$ cat config.mk
export PLATFORM = sky130hd
export DESIGN_NAME = fifo_rd_stream_adapter
export DESIGN_NICKNAME = d
export VERILOG_FILES = /design/src/rtl/fifo_rd_stream_adapter_pkg.sv /design/src/rtl/fifo_skid_buf.sv /design/src/rtl/fifo_rd_stream_adapter.sv
export SDC_FILE = /design/constraint.sdc
export NUM_CORES = 1
export LEC_CHECK = 0
export CAP_MARGIN = 20
export CELL_PAD_IN_SITES_DETAIL_PLACEMENT = 0
export CELL_PAD_IN_SITES_GLOBAL_PLACEMENT = 2
export CORE_ASPECT_RATIO = 1.1
export CORE_UTILIZATION = 33
export DETAILED_ROUTE_END_ITERATION = 8
export PLACE_DENSITY_LB_ADDON = 0.1
export SLEW_MARGIN = 20
export SYNTH_ARGS = -nofsm -noshare
export SYNTH_HDL_FRONTEND = slang
export SYNTH_SLANG_ARGS = --single-unit
$ cat constraint.sdc
create_clock -name rd_clk -period 5.5 [get_ports rd_clk]
set_input_delay 0.55 -clock rd_clk [delete_from_list [all_inputs] [get_ports rd_clk]]
set_output_delay 0.55 -clock rd_clk [all_outputs]
set_load 0.02 [all_outputs]
$ cat src/rtl/fifo_rd_stream_adapter_pkg.sv
// Shared constants for the async-FIFO read-side stream adapter.
package fifo_rd_stream_adapter_pkg;

   localparam int unsigned DATA_WIDTH_DEF = 8;
   localparam int unsigned CNT_WIDTH_DEF  = 16;
   localparam int unsigned SKID_DEPTH     = 2;
   localparam int unsigned OCC_WIDTH      = 2;

endpackage

$ cat src/rtl/fifo_skid_buf.sv
// Two-entry in-order skid buffer absorbing the FIFO's registered read latency.
module fifo_skid_buf
   import fifo_rd_stream_adapter_pkg::*;
#(
   parameter int unsigned DATA_WIDTH = DATA_WIDTH_DEF
) (
   input  logic                  clk,
   input  logic                  rst,
   input  logic                  push,
   input  logic [DATA_WIDTH-1:0] din,
   input  logic                  pop,
   output logic [DATA_WIDTH-1:0] head,
   output logic [OCC_WIDTH-1:0]  occ
);

   logic [DATA_WIDTH-1:0] tail;

   // Head is always the oldest word; tail only holds data when occ is full.
   always_ff @(posedge clk or posedge rst) begin
      if (rst) begin
         head <= '0;
         tail <= '0;
         occ  <= '0;
      end else begin
         case ({push, pop})
            2'b10: begin
               if (occ == '0) head <= din;
               else           tail <= din;
               occ <= occ + OCC_WIDTH'(1);
            end
            2'b01: begin
               head <= tail;
               tail <= '0;
               occ  <= occ - OCC_WIDTH'(1);
            end
            2'b11: begin
               if (occ == OCC_WIDTH'(SKID_DEPTH)) begin
                  head <= tail;
                  tail <= din;
               end else begin
                  head <= din;
               end
            end
            default: ;
         endcase
      end
   end

endmodule

$ cat src/rtl/fifo_rd_stream_adapter.sv
// Read-domain FIFO consumer: issues reads, buffers returning words, and
// presents them as a valid/ready stream with a handshake counter.
module fifo_rd_stream_adapter
   import fifo_rd_stream_adapter_pkg::*;
#(
   parameter int unsigned DATA_WIDTH = DATA_WIDTH_DEF,
   parameter int unsigned CNT_WIDTH  = CNT_WIDTH_DEF
) (
   input  logic                  rd_clk,
   input  logic                  rd_rst,
   input  logic                  rd_empty,
   input  logic [DATA_WIDTH-1:0] rd_data,
   output logic                  rd_ena,
   input  logic                  drain_en,
   output logic                  out_valid,
   output logic [DATA_WIDTH-1:0] out_data,
   input  logic                  out_ready,
   output logic [CNT_WIDTH-1:0]  xfer_count,
   output logic [OCC_WIDTH-1:0]  buf_occ
);

   localparam int unsigned DW = OCC_WIDTH + 1;

   logic          inflight;
   logic          pop;
   logic [DW-1:0] demand;
   logic [CNT_WIDTH-1:0] cnt;

   assign pop       = out_valid & out_ready;
   assign out_valid = (buf_occ != '0);

   // Words that will occupy the buffer after this edge if no new read is issued.
   assign demand = DW'(buf_occ) + DW'(inflight) - DW'(pop);
   assign rd_ena = ~rd_rst & drain_en & ~rd_empty & (demand < DW'(SKID_DEPTH));

   always_ff @(posedge rd_clk or posedge rd_rst) begin
      if (rd_rst) inflight <= 1'b0;
      else        inflight <= rd_ena;
   end

   always_ff @(posedge rd_clk or posedge rd_rst) begin
      if (rd_rst)   cnt <= '0;
      else if (pop) cnt <= cnt + CNT_WIDTH'(1);
   end

   assign xfer_count = cnt;

   fifo_skid_buf #(
      .DATA_WIDTH (DATA_WIDTH)
   ) u_skid (
      .clk  (rd_clk),
      .rst  (rd_rst),
      .push (inflight),
      .din  (rd_data),
      .pop  (pop),
      .head (out_data),
      .occ  (buf_occ)
   );

endmodule

==> metrics.md <==
| Metric | Value |
|---|---|
| DRC viols | 0 |
| Status | finished, final reports clean |
| Syn. warnings | 0 |
| # rows | 28 |
| Mapped Nets | 202 |
| Core ar. | 5400 sq um |
| First-pass GRT wire length | 7140 um |
| Vias | 1493 |
| Critical path class | reg -> out |
| Fin nets | 241 |
| Setup slack, reg-to-reg | 2.89 ns |
| Design area | 2420 sq um |
| Final Max Tran Viols | 0 |
| LEAKAGE | 0.974 nW |
| Crit-path most repeated cell | nand2b_1 |
| Maximum vdd drop | 0.174 mV |
| Skew final | 0.00731 ns |
| Area growth from synthesis to layout | 29.6% |
| Fillers | 541 |
| Clock Latency Late Sink | 0.28 ns |
| Pint | 531 uW |
| CTS tree | built |
| Initial core utilization | 34.6% |
| Crit share post-route | 72.6% |
| Sw Pwr | 257 uW |
| Share of post-route cells with drive strength above 1 | 7.49% |
| Sw frac | 32.6% |
| Syn_area_per_cell | 9.97 sq um |
| Clock share of power | 25.9% |
| Slew headroom | 47.3% |
| Largest net degree at the start of global routing | 36 |
| Min Clock Period, post-route | 3.99 ns |
| Non-Filler Instances | 302 |
| R2R cell count | 7 |
| Worst Setup EP | rd_ena |
| Htree depth | 2 |
| Final hold viol count | 0 |
| Mapped cell area | 1860 sq um |
| Max cap viols | 0 |
| # clock sinks | 35 |
| Vias/cell | 4.94 |
| Ant diodes | 0 |
| Comb power frac | 29.8% |
| Data arrival time of the worst path | 3.44 ns |
| Clk buf depth | 2 |
| Post-cts sizing count | 0 |
| Gr usage total | 15.8% |
| DIE AREA | 5950 sq um |
| FMAX | 0.250 GHz |
| ANT nets after route | 0 |
| Clk slew on worst S/H paths | 0.07 ns |
| Routed Wire Length | 4230 um |
| Critical path's top delay family | simple AND/OR/NAND/NOR gates |
| Placer Congestion | 0.745 |
| Worst Hold Class | reg -> reg |
| Buffers and inverters on the worst path | 1 |
| Yosys reg bits | 35 |
| Slowest CP cell | dfrtp_1 |
| Sequential area share after synthesis | 47.0% |
| Final Setup Violations | 0 |
| Cells after DPL | 294 |
| Critical Path RT | 4.95 ns |
| Die Y | 80.8 um |
| Commonest non-fill, non-tap cells in the layout | clkdlybuf4s50_1, dfrtp_1, nand2_1, a21oi_1, xnor2_1 |
| CTS Hold Bufs | 0 |
| Setup bufs post-CTS | 0 |
| Synth top area cells | dfrtp_1, nand2_1, xnor2_1, mux2_1, mux2i_1 |
| PwrDens | 326 nW/um^2 |
| Reg power frac | 44.3% |
| Iter 0 DRT Violations | 67 |
| Drt pass-1 iters | 4 |
| Most common cell after layout, fill and taps aside | clkdlybuf4s50_1 |
| Vias in the first global route | 1455 |
| Critical path depth in cells | 8 |
| CP startpoint | u_skid.occ[0]$_DFFE_PP0P_ |
| IO Port Bufs | 40 |
| Startpoint Class | flop |
| Syn Inst Count | 187 |
| Final core utilization | 44.8% |
| Initial antenna violation count | 0 |
| Io pins | 41 |
| Final Power | 788 uW |
| Total Negative Setup Slacks | 0 ns |
| Critical Path Sink Type | output pin |
| Post-detail-place hpwl | 2880 um |
| Critical path peak fanout | 26 |
| Yosys top cell by area | dfrtp_1 |
| Num CTS Buffers | 5 |
| Slew of the pin with the lowest slew margin | 0.790 ns |
| Reg-to-reg endpoint | inflight$_DFF_PP0_ |
| Critical R2R Launch | u_skid.occ[0]$_DFFE_PP0P_ |
| Placed Area | 2320 sq um |
| Post-DR wirelength/cell | 14.0 um |
| CP max stage delay | 0.67 ns |
| Top-area cell type share of the netlist area | 47.0% |
| DIE WIDTH | 73.7 um |
| Post-synthesis cell type count | 35 |
| Clk root buf | clkbuf_8 |
| Total gr overflow | 0 |
| RSZ-0062 raised after global routing | false |
| Critical path, cell by cell | nand2b_1, nor2_1, a21oi_1, nand2b_1, fa_1, nand2_1, nor4_1, clkdlybuf4s50_1 |
==> cell usage after synthesis <==
master / number
ha_1: 1
inv_1: 2
nor2b_1: 1
xor2_1: 7
o21ai_1: 9
o21ai_2: 1
o21a_2: 1
nor3_1: 4
or2_0: 1
nand2b_1: 2
o22ai_1: 8
xnor2_1: 10
nand4_4: 1
fa_1: 1
nor4_1: 1
inv_2: 2
a21oi_1: 12
and4_1: 2
mux2i_1: 7
nand3_1: 4
mux2_2: 1
nor2_1: 6
mux2_1: 7
buf_2: 4
nand4_1: 4
or2_1: 1
nand3b_1: 1
o21ai_4: 1
nor4_2: 1
buf_6: 2
clkbuf_1: 4
a22oi_1: 8
dfrtp_1: 35
o21ai_0: 8
nand2_1: 27
==> power groups by stage <==
stage                     sequential [mW]  clock, mW  combinational [mW]
after floorplan                     0.389          0              0.0920
after CTS                           0.350      0.214               0.239
after detailed placement            0.355          0               0.238
after global routing                0.358      0.225               0.254
after global placement              0.352          0               0.236
final                               0.349      0.204               0.235
==> metrics by stage <==
stage / setup WS (ns) / hold slack, ns
final: 1.51 / 0.485
after global routing: 1.20 / 0.524
after CTS: 1.48 / 0.497
after detailed placement: 1.54 / 0.483
after global placement: 1.62 / 0.461
after floorplan: 2.48 / 0.468
==> worst min-delay path by stage <==
stage / to / depth (start not counted) / startpoint
2_1_floorplan: u_skid.tail[7]$_DFFE_PP0P_ / 2 / u_skid.tail[7]$_DFFE_PP0P_
3_3_place_gp: xfer_count[15]$_DFFE_PP0P_ / 1 / xfer_count[15]$_DFFE_PP0P_
3_5_place_dp: xfer_count[15]$_DFFE_PP0P_ / 1 / xfer_count[15]$_DFFE_PP0P_
4_1_cts: xfer_count[15]$_DFFE_PP0P_ / 1 / xfer_count[15]$_DFFE_PP0P_
5_1_grt: xfer_count[12]$_DFFE_PP0P_ / 1 / xfer_count[12]$_DFFE_PP0P_
6_report: xfer_count[15]$_DFFE_PP0P_ / 1 / xfer_count[15]$_DFFE_PP0P_
==> kinds of logic after synthesis <==
group	count (synthesis)	synth area share (%)
fa+ha+maj	2	1.74
compound gates	48	15.5
xor+xnor	17	7.99
simple gates	56	15.3
buf+inv	14	3.89
mux	15	8.59
flops	35	47.0
==> per-layer routing <==
| metal | global-route usage [%] | up-vias | routed length, um |
|---|---|---|---|
| li1 | - | 746 | - |
| met1 | 19.2 | 717 | 1880 |
| met2 | 27.3 | 28 | 2160 |
| met3 | 4.22 | 2 | 158 |
| met4 | 4.62 | 0 | 23 |
| met5 | 0 | - | 0 |
==> area by class of cell <==
class | count | area, sq um | share of cell area [%]
inverter | 4 | 15.0 | 0.621
tap | 75 | 93.8 | 3.88
clock buffer | 8 | 100 | 4.14
multi-input combinational | 138 | 916 | 37.9
timing repair buffer | 42 | 415 | 17.2
sequential | 35 | 876 | 36.3
==> state kept, by name (all words and copies together) (netlist names) <==
name / count
xfer_count: 16
u_skid.head: 8
u_skid.tail: 8
u_skid.occ: 2
inflight: 1
(Power assumes the default switching activity.)
